$ cat config.mk
export PLATFORM = sky130hd
export DESIGN_NAME = tmds_multi_encoder
export DESIGN_NICKNAME = d
export VERILOG_FILES = /design/src/rtl/tmds_pkg.sv /design/src/rtl/tmds_lane.sv /design/src/rtl/tmds_multi_encoder.sv
export SDC_FILE = /design/constraint.sdc
export NUM_CORES = 1
export LEC_CHECK = 0
export ABC_AREA = 1
export CAP_MARGIN = 20
export CORE_AREA = 2 2 115 161
export CTS_BUF_LIST = sky130_fd_sc_hd__clkbuf_8
export DETAILED_ROUTE_END_ITERATION = 8
export DIE_AREA = 0 0 117 163
export PLACE_DENSITY = 0.79
export SYNTH_ARGS = -nofsm -noshare
export SYNTH_HDL_FRONTEND = slang
export SYNTH_SLANG_ARGS = --single-unit
$ cat constraint.sdc
create_clock -name clk -period 6.37 [get_ports clk]
set_clock_uncertainty 0.15 [all_clocks]
set_input_delay 0.637 -clock clk [delete_from_list [all_inputs] [get_ports clk]]
set_output_delay 0.637 -clock clk [all_outputs]
set_load 0.01 [all_outputs]
$ cat src/rtl/tmds_pkg.sv
// Shared constants and helpers for the multi-lane TMDS encoder.
// Contents: period-type codes, fixed control/guard-band symbols,
// TERC4 lookup and an 8-bit popcount.
package tmds_pkg;

  localparam logic [2:0] MODE_CTRL  = 3'd0;
  localparam logic [2:0] MODE_VIDEO = 3'd1;
  localparam logic [2:0] MODE_VGB   = 3'd2;
  localparam logic [2:0] MODE_DIGB  = 3'd3;
  localparam logic [2:0] MODE_TERC4 = 3'd4;

  localparam logic [9:0] CTRL_00 = 10'b1101010100;
  localparam logic [9:0] CTRL_01 = 10'b0010101011;
  localparam logic [9:0] CTRL_10 = 10'b0101010100;
  localparam logic [9:0] CTRL_11 = 10'b1010101011;

  // Guard-band symbols: GB_A on video roles 0/2, GB_B on role 1 and data-island roles 1/2
  localparam logic [9:0] GB_A = 10'b1011001100;
  localparam logic [9:0] GB_B = 10'b0100110011;

  function automatic logic [9:0] ctrl_code(input logic [1:0] c);
    logic [9:0] res;
    case (c)
      2'b00:   res = CTRL_00;
      2'b01:   res = CTRL_01;
      2'b10:   res = CTRL_10;
      default: res = CTRL_11;
    endcase
    return res;
  endfunction

  function automatic logic [9:0] terc4_lut(input logic [3:0] n);
    logic [9:0] res;
    case (n)
      4'h0:    res = 10'b1010011100;
      4'h1:    res = 10'b1001100011;
      4'h2:    res = 10'b1011100100;
      4'h3:    res = 10'b1011100010;
      4'h4:    res = 10'b0101110001;
      4'h5:    res = 10'b0100011110;
      4'h6:    res = 10'b0110001110;
      4'h7:    res = 10'b0100111100;
      4'h8:    res = 10'b1011001100;
      4'h9:    res = 10'b0100111001;
      4'hA:    res = 10'b0110011100;
      4'hB:    res = 10'b1011000110;
      4'hC:    res = 10'b1010001110;
      4'hD:    res = 10'b1001110001;
      4'hE:    res = 10'b0101100011;
      default: res = 10'b1011000011;
    endcase
    return res;
  endfunction

  function automatic logic [3:0] popcount8(input logic [7:0] d);
    logic [3:0] s;
    s = '0;
    for (int i = 0; i < 8; i++) s = s + 4'(d[i]);
    return s;
  endfunction

endpackage

$ cat src/rtl/tmds_lane.sv
// One TMDS lane: stage 1 forms the transition-minimised q_m word and
// registers the period type; stage 2 applies DC balance and selects the
// final symbol, tracking this lane's running disparity.
// Ports: clk, rst_n, en (advance), mode, data[7:0], ctrl[1:0], terc4[3:0]
//        -> q_out[9:0] (registered symbol), disp (registered disparity).
module tmds_lane
  import tmds_pkg::*;
#(
  parameter int unsigned ROLE  = 0,
  parameter int unsigned CNT_W = 6
) (
  input  logic                    clk,
  input  logic                    rst_n,
  input  logic                    en,
  input  logic [2:0]              mode,
  input  logic [7:0]              data,
  input  logic [1:0]              ctrl,
  input  logic [3:0]              terc4,
  output logic [9:0]              q_out,
  output logic signed [CNT_W-1:0] disp
);

  localparam logic signed [CNT_W-1:0] C_ZERO  = '0;
  localparam logic signed [CNT_W-1:0] C_TWO   = CNT_W'(2);
  localparam logic signed [CNT_W-1:0] C_EIGHT = CNT_W'(8);

  logic [2:0]              r_mode;
  logic [8:0]              r_qm;
  logic [1:0]              r_ctrl;
  logic [3:0]              r_terc4;
  logic [9:0]              r_q;
  logic signed [CNT_W-1:0] r_cnt;

  logic [3:0]              w_n1_d;
  logic                    w_xnor;
  logic                    w_acc;
  logic [8:0]              w_qm;
  logic [3:0]              w_n1_q;
  logic signed [CNT_W-1:0] w_diff;
  logic signed [CNT_W-1:0] w_cnt_nxt;
  logic [9:0]              w_q_nxt;

  // Stage-1 transition minimisation; XNOR is an XOR chain with an extra inversion
  always_comb begin
    w_n1_d = popcount8(data);
    w_xnor = (w_n1_d > 4'd4) || ((w_n1_d == 4'd4) && !data[0]);
    w_qm   = '0;
    w_acc  = data[0];
    w_qm[0] = w_acc;
    for (int k = 1; k < 8; k++) begin
      w_acc   = w_acc ^ data[k] ^ w_xnor;
      w_qm[k] = w_acc;
    end
    w_qm[8] = ~w_xnor;
  end

  // Stage-1 registers
  always_ff @(posedge clk or negedge rst_n) begin
    if (!rst_n) begin
      r_mode  <= MODE_CTRL;
      r_qm    <= '0;
      r_ctrl  <= '0;
      r_terc4 <= '0;
    end else if (en) begin
      r_mode  <= mode;
      r_qm    <= w_qm;
      r_ctrl  <= ctrl;
      r_terc4 <= terc4;
    end
  end

  // Stage-2 DC balance and symbol select; w_diff is N1-N0 of q_m[7:0]
  always_comb begin
    w_n1_q    = popcount8(r_qm[7:0]);
    w_diff    = $signed(CNT_W'({w_n1_q, 1'b0})) - C_EIGHT;
    w_q_nxt   = CTRL_00;
    w_cnt_nxt = C_ZERO;
    case (r_mode)
      MODE_VIDEO: begin
        if ((r_cnt == C_ZERO) || (w_n1_q == 4'd4)) begin
          w_q_nxt   = {~r_qm[8], r_qm[8], r_qm[8] ? r_qm[7:0] : ~r_qm[7:0]};
          w_cnt_nxt = r_qm[8] ? (r_cnt + w_diff) : (r_cnt - w_diff);
        end else if (r_cnt[CNT_W-1] == w_diff[CNT_W-1]) begin
          // both are non-zero here, so equal sign bits mean same polarity
          w_q_nxt   = {1'b1, r_qm[8], ~r_qm[7:0]};
          w_cnt_nxt = r_cnt + (r_qm[8] ? C_TWO : C_ZERO) - w_diff;
        end else begin
          w_q_nxt   = {1'b0, r_qm[8], r_qm[7:0]};
          w_cnt_nxt = r_cnt - (r_qm[8] ? C_ZERO : C_TWO) + w_diff;
        end
      end
      MODE_VGB:   w_q_nxt = (ROLE == 32'd1) ? GB_B : GB_A;
      MODE_DIGB:  w_q_nxt = (ROLE == 32'd0) ? terc4_lut(r_terc4) : GB_B;
      MODE_TERC4: w_q_nxt = terc4_lut(r_terc4);
      default:    w_q_nxt = ctrl_code(r_ctrl);
    endcase
  end

  // Stage-2 registers
  always_ff @(posedge clk or negedge rst_n) begin
    if (!rst_n) begin
      r_q   <= CTRL_00;
      r_cnt <= C_ZERO;
    end else if (en) begin
      r_q   <= w_q_nxt;
      r_cnt <= w_cnt_nxt;
    end
  end

  assign q_out = r_q;
  assign disp  = r_cnt;

endmodule

$ cat src/rtl/tmds_multi_encoder.sv
// Multi-lane TMDS encoder: NUM_CH independent lanes sharing mode and en,
// lane i taking HDMI channel role (i mod 3). Two-cycle latency.
// Ports: clk, rst_n, en, mode[2:0], data[8*NUM_CH], ctrl[2*NUM_CH],
//        terc4[4*NUM_CH] -> q_out[10*NUM_CH], disp[CNT_W*NUM_CH].
module tmds_multi_encoder
  import tmds_pkg::*;
#(
  parameter int unsigned NUM_CH = 3,
  parameter int unsigned CNT_W  = 6
) (
  input  logic                      clk,
  input  logic                      rst_n,
  input  logic                      en,
  input  logic [2:0]                mode,
  input  logic [8*NUM_CH-1:0]       data,
  input  logic [2*NUM_CH-1:0]       ctrl,
  input  logic [4*NUM_CH-1:0]       terc4,
  output logic [10*NUM_CH-1:0]      q_out,
  output logic [CNT_W*NUM_CH-1:0]   disp
);

  for (genvar g = 0; g < NUM_CH; g++) begin : g_lane
    tmds_lane #(
      .ROLE  (32'(g % 3)),
      .CNT_W (CNT_W)
    ) u_lane (
      .clk   (clk),
      .rst_n (rst_n),
      .en    (en),
      .mode  (mode),
      .data  (data[8*g +: 8]),
      .ctrl  (ctrl[2*g +: 2]),
      .terc4 (terc4[4*g +: 4]),
      .q_out (q_out[10*g +: 10]),
      .disp  (disp[CNT_W*g +: CNT_W])
    );
  end

endmodule

* Yosys cells after proc, flatten, opt, wreduce, memory -nomap -nowiden
Memory sizes are Yosys's and may differ from the RTL's. Index checks and enable logic that the tools add are counted.
Word-level totals: flip-flop bits (word level) 96, bits in read-only memories 640, input port bits 48, output and inout port bits 48, word-level logic and storage cells 208, memories kept 4
Memory list:
- (no name shown) | depth 16, width 10, read ports 1, clocked after Yosys merged registers in 0, write ports 0, line tmds_pkg.sv:34 | case (n)
- (no name shown) | depth 16, width 10, read ports 1, clocked after Yosys merged registers in 0, write ports 0, line tmds_pkg.sv:34
- (no name shown) | depth 16, width 10, read ports 1, clocked after Yosys merged registers in 0, write ports 0, line tmds_pkg.sv:34
- (no name shown) | depth 16, width 10, read ports 1, clocked after Yosys merged registers in 0, write ports 0, line tmds_pkg.sv:34
Operators by class: add/sub/neg operators 63, order comparisons 3, equal/unequal tests 19, muxes and demuxes 33, bitwise operators 51, reduce and logical (&&, ||, !) cells 19
Operator list (number):
- 4-bit by 1-bit adder with 4-bit output | 36
- 10-bit one-hot mux with 3 select lines | 4
- 10-bit one-hot mux with 4 select lines | 2
- 6-bit 2-to-1 mux | 12
- 10-bit 2-to-1 mux | 6
- 6-bit adder | 9
- 6-bit subtractor | 9
- 1-bit XOR | 42
- 4-bit by 3-bit == test with 1-bit output, second input constant | 6
- 8-bit 2-to-1 mux | 3
- 8-bit NOT | 3
- 6-bit zero test | 3
- 5-bit by 4-bit subtractor with 6-bit output, second input constant | 3
- 1-bit by 1-bit adder with 2-bit output | 6
- 4-bit by 3-bit > comparator with 1-bit output, second input constant | 3
- 2-bit 2-to-1 mux | 6
- 2-bit by 1-bit == test with 1-bit output, second input constant | 3
- 2-bit == test, second input constant | 3
- 3-bit by 2-bit == test with 1-bit output, second input constant | 2
- 2-bit zero test | 3
- 1-bit logical OR | 6
- 1-bit NOT | 6
- 1-bit == test | 3
- 3-bit by 1-bit == test with 1-bit output, second input constant | 1
- other kinds (4) | 8

* Logic depth before layout (Yosys ltp)
word-level depth 23, depth in mapped cells 22, mapped depth without buffers 22

* Modules after synthesis
Synthesis repeated with hierarchy kept, for this count alone.
Unflattened totals: cell total of the unflattened synthesis 1315, area total of the unflattened synthesis 10027.1 sq um
Modules (own cells, without submodules):
- tmds_lane at g_lane[2].u_lane | instances 1, cells each 452, area an instance 3414.5 sq um, seq. area each 832.0 sq um
- tmds_lane at g_lane[1].u_lane | instances 1, cells each 438, area an instance 3316.9 sq um, seq. area each 832.0 sq um
- tmds_lane at g_lane[0].u_lane | instances 1, cells each 425, area an instance 3295.7 sq um, seq. area each 832.0 sq um

* Worst setup path before layout
No wires, ideal clock.
kind flip-flop to flip-flop, from reg g_lane[0].u_lane.r_qm[0], to reg g_lane[0].u_lane.r_cnt[5], library setup time 83 ps, arrival 4440 ps, data required time 6137 ps, path slack 1697 ps, cell stages (with the launch flop) 22, path buffers 0, period minus slack after synthesis 4673 ps, cell sequence dfrtp_1 > ha_1 > inv_1 > fa_1 > fa_1 > fa_1 > fa_1 > or2_2 > nand2_1 > inv_1 > ha_1 > inv_1 > ha_1 > inv_1 > ha_1 > a21oi_1 > nand2_1 > nand2_1 > nor2_1 > o21ai_0 > nand3_1 > o21ai_0
On the way: word-level cells in the longest chain between the ends 12, elaborated cells between the ends (all ways) 19, those cells by class 12 x add/sub; 2 x eq/ne; 4 x mux; 1 x reduce/logical
RTL lines:
- start, declared | line tmds_lane.sv:28 | logic [8:0] r_qm;
- start signal, assigned | line tmds_lane.sv:66 | r_qm <= w_qm;
- 1-bit by 1-bit adder with 2-bit output * | line tmds_pkg.sv:58 | for (int i = 0; i < 8; i++) s = s + 4'(d[i]);
- 4-bit by 1-bit adder with 4-bit output * (6 in series) | line tmds_pkg.sv:58
- 5-bit by 4-bit subtractor with 6-bit output | line tmds_lane.sv:75 | w_diff = $signed(CNT_W'({w_n1_q, 1'b0})) - C_EIGHT;
- 6-bit adder (tied with other cells) | line tmds_lane.sv:89 | w_cnt_nxt = r_cnt - (r_qm[8] ? C_ZERO : C_TWO) + w_diff;
- 6-bit 2-to-1 mux, on equally long branches | line tmds_lane.sv:83, tmds_lane.sv:82
- 6-bit 2-to-1 mux * | line tmds_lane.sv:80 | if ((r_cnt == C_ZERO) || (w_n1_q == 4'd4)) begin
- 6-bit 2-to-1 mux * | line tmds_lane.sv:78 | case (r_mode)
- end signal, assigned | line tmds_lane.sv:106 | r_cnt <= w_cnt_nxt;
- end, declared | line tmds_lane.sv:32 | logic signed [CNT_W-1:0] r_cnt;
Every way passes the cells marked *; elsewhere a longest branch is shown, timed or not. A chain may end at the register's enable or synchronous reset.

* Final worst setup path
from reg g_lane[1].u_lane.r_qm[0], to reg g_lane[1].u_lane.r_cnt[5]
On the way: word-level cells in the longest chain between the ends 12, elaborated cells between the ends (all ways) 19, those cells by class 12 x add/sub; 2 x eq/ne; 4 x mux; 1 x reduce/logical
RTL lines (line):
- start, declared | tmds_lane.sv:28
- start signal, assigned | tmds_lane.sv:66
- 1-bit by 1-bit adder with 2-bit output * | tmds_pkg.sv:58
- 4-bit by 1-bit adder with 4-bit output * (6 in series) | tmds_pkg.sv:58
- 5-bit by 4-bit subtractor with 6-bit output | tmds_lane.sv:75
- 6-bit adder (tied with other cells) | tmds_lane.sv:89
- 6-bit 2-to-1 mux, on equally long branches | tmds_lane.sv:83, tmds_lane.sv:82
- 6-bit 2-to-1 mux * | tmds_lane.sv:80
- 6-bit 2-to-1 mux * | tmds_lane.sv:78
- end signal, assigned | tmds_lane.sv:106
- end, declared | tmds_lane.sv:32
Marked as above.

==> out/metrics.cfg <==
[routing]
drtIter0Drc = 638
first_pass_iters = 5
via_per_inst = 5.311
vias = 8625
routed_wl_um = 23340
drcViolationCount = 0
wl_per_cell_um = 14.37
ant_nets = 0

[worst_setup_path]
cp_max_fo = 4
max_stage_delay_ns = 0.49
cp_data_required_time_ns = 6.54
crit_buf_inv = 4
cp_top_family = adder cells
path_cells = ha_1 > inv_1 > fa_1 > fa_1 > fa_1 > fa_1 > or2_2 > nand2_1 > inv_1 > ha_1 > inv_1 > ha_1 > inv_1 > ha_1 > a21oi_1 > nand2_1 > nand2_1 > nor2_1 > o21ai_0 > nand3_1 > o21ai_0
critPathKind = reg -> reg
crit_slowest_cell = fa_1
startpoint = g_lane[1].u_lane.r_qm[0]
start_kind = flop
worstReg2RegStart = g_lane[1].u_lane.r_qm[0]
endpoint_kind = flop
critical_path_arrival_ns = 5.19

[global_routing]
grt_pass1_wl_um = 39430
grt_pass1_vias = 8574
overflow = 0
antenna_found_initial = 0
grt_usage_pct = 25.84
grt_max_degree = 75

[synth]
synth.area.mux_share_pct = 0
synth-simple-area-share_pct = 22.39
syn_area_per_cell_sq_um = 7.268
synth-adder-area-share_pct = 22.77
synthXorXnorAreaFrac_pct = 4.951
ys_seq_area_share_pct = 24.62
yosysUniqueCellTypes = 44
syn_inst = 1311
yosysMostFrequentCell = nand2_1
async_reset_ff_share_pct = 100.0
synth_compound_area_share_pct = 14.04
synth_top_area_share_pct = 20.49
ys.flop_type = dfrtp_1
syn-cell-area_sq_um = 9528
yosys.area.top_type = dfrtp_1
ys_ff_latch = 93
synth_top_family_by_area = adder cells
synth_top_cells_by_count = nand2_1 (269), inv_1 (223), o21ai_0 (130)
synth-edff-count = 0
ys_warn_count = 0
synthTopCellsByArea = dfrtp_1 (20%), ha_1 (15%), nand2_1 (11%)

[clock_network]
ctsResizeCount = 0
holdBufCountCts = 0
postCtsSetupBuffers = 0
htreeDepth = 3
root_buffer = clkbuf_8
cts_buffers = 9
cts.sinks = 93
cts_buffer_depth = 2
clk_latency_ns = 0.40
cts.clk_slew.worst_paths_ns = 0.11
cts_tree = yes

[timing]
hold_viol = 3
relSlewSlack_pct = 42.85
max_freq_mhz = 199.2
fin_crit_sh_pct = 78.79
maxSlewViolCount = 0
holdWs_ns = -0.002571
setup_violations = 0
setup-tns-final_ns = 0
tightest_slew_ns = 0.8572
rsz0062_at_grt = false
finalCriticalPeriod_ns = 5.019

[floorplan]
rows = 58
core_area_sq_um = 17780
dieArea_sq_um = 19070
die_x_um = 117
die_h_um = 163
start_util_pct = 53.59
io_pins = 96

[layout]
n_antenna_cell = 0
nNetsFinal = 1577
area_delta_synth_final_pct = 13.04
drive_gt1_share_pct = 6.286
fin_area_sq_um = 10770
final_core_util_pct = 60.58

[place]
place_congestion = 0.9356
place_hpwl_um = 18100
port_buffers = 92
dpl_cell_area_sq_um = 10590

[run_status]
violations = negative hold slack
status = finished, violations left

[min_path]
hp-class = in -> async

[run]
drv_cap = 0

==> area by class of cell <==
| class | instances | area, sq um |
|---|---|---|
| fillers | 1634 | 7009 |
| multi-input cells | 946 | 6123 |
| flip-flops and latches | 93 | 2346 |
| repair buffers | 97 | 953.4 |
| inverters | 232 | 870.8 |
| well taps | 240 | 300.3 |
| clock buffers | 9 | 123.9 |
| clock inverters | 7 | 52.55 |
==> cell families after synthesis <==
logic type | Yosys count
other cells | 1
buf+inv | 274
simple gates | 501
xor+xnor | 53
compound gates | 239
flops | 93
fa+ha+maj | 150
==> registers in the layout (all words and copies together) (netlist names) <==
register	count
g_lane.u_lane.disp	15
g_lane.u_lane.q_out	30
g_lane.u_lane.r_ctrl	6
g_lane.u_lane.r_mode	3
g_lane.u_lane.r_qm	27
g_lane.u_lane.r_terc4	12
==> final timing paths <==
path / to / slack, ns / cells past startpoint
max: g_lane[1].u_lane.disp[5] / 1.35 / 21
min reg2reg: g_lane[1].u_lane.q_out[9] / 0.34 / 2
max reg2reg: g_lane[1].u_lane.disp[5] / 1.35 / 21
max in group asynchronous: g_lane[2].u_lane.r_qm[1] / 4.87 / 2
min: g_lane[1].u_lane.disp[5] / -0.003 / 1
min in group clk: g_lane[1].u_lane.q_out[9] / 0.34 / 2
==> layout by cell type (no fill, tap or decap), drive strengths merged, types with 7 or more instances in the layout <==
| master | instances |
|---|---|
| nor2 | 112 |
| o211ai | 31 |
| nand3 | 69 |
| dfrtp | 78 |
| xor2 | 18 |
| ha | 111 |
| fa | 39 |
| or2 | 27 |
| nand4 | 14 |
| a31oi | 16 |
| nand2 | 274 |
| xnor2 | 35 |
| a21oi | 41 |
| o21ai | 137 |
| clkdlybuf4s50 | 90 |
| inv | 233 |
| clkbuf | 9 |
| buf | 7 |
| dfstp | 15 |
==> routing by layer <==
layer | track usage (%) | routed length (um) | up-vias
met3 | 2.047 | 877 | 68
met4 | 12.30 | 935 | 0
met1 | 31.12 | 9530 | 4021
met2 | 45.93 | 12000 | 247
met5 | 0 | 0 | -
li1 | - | - | 4289
==> per-stage QoR <==
stage | setup slack, ns | std cells
after floorplan | 1.697 | 1313
after global placement | 1.509 | 1608
after detailed placement | 1.371 | 1608
after CTS | 1.361 | 1624
after global routing | 0.9470 | 1624
final | 1.351 | 1624
==> worst register-to-register path: cells and delay by family, from the launching register on <==
kind / cells / cell delay (ns)
DFF: 1 / 0.44
and+or+nand+nor: 6 / 0.69
adders and majority gates: 8 / 2.93
buffers and inverters: 4 / 0.27
AOI/OAI and AO/OA: 3 / 0.47
Power is left out: the tool's default activity adds up to more than one toggle a clock period on the data nets, which glitch-free logic cannot reach.
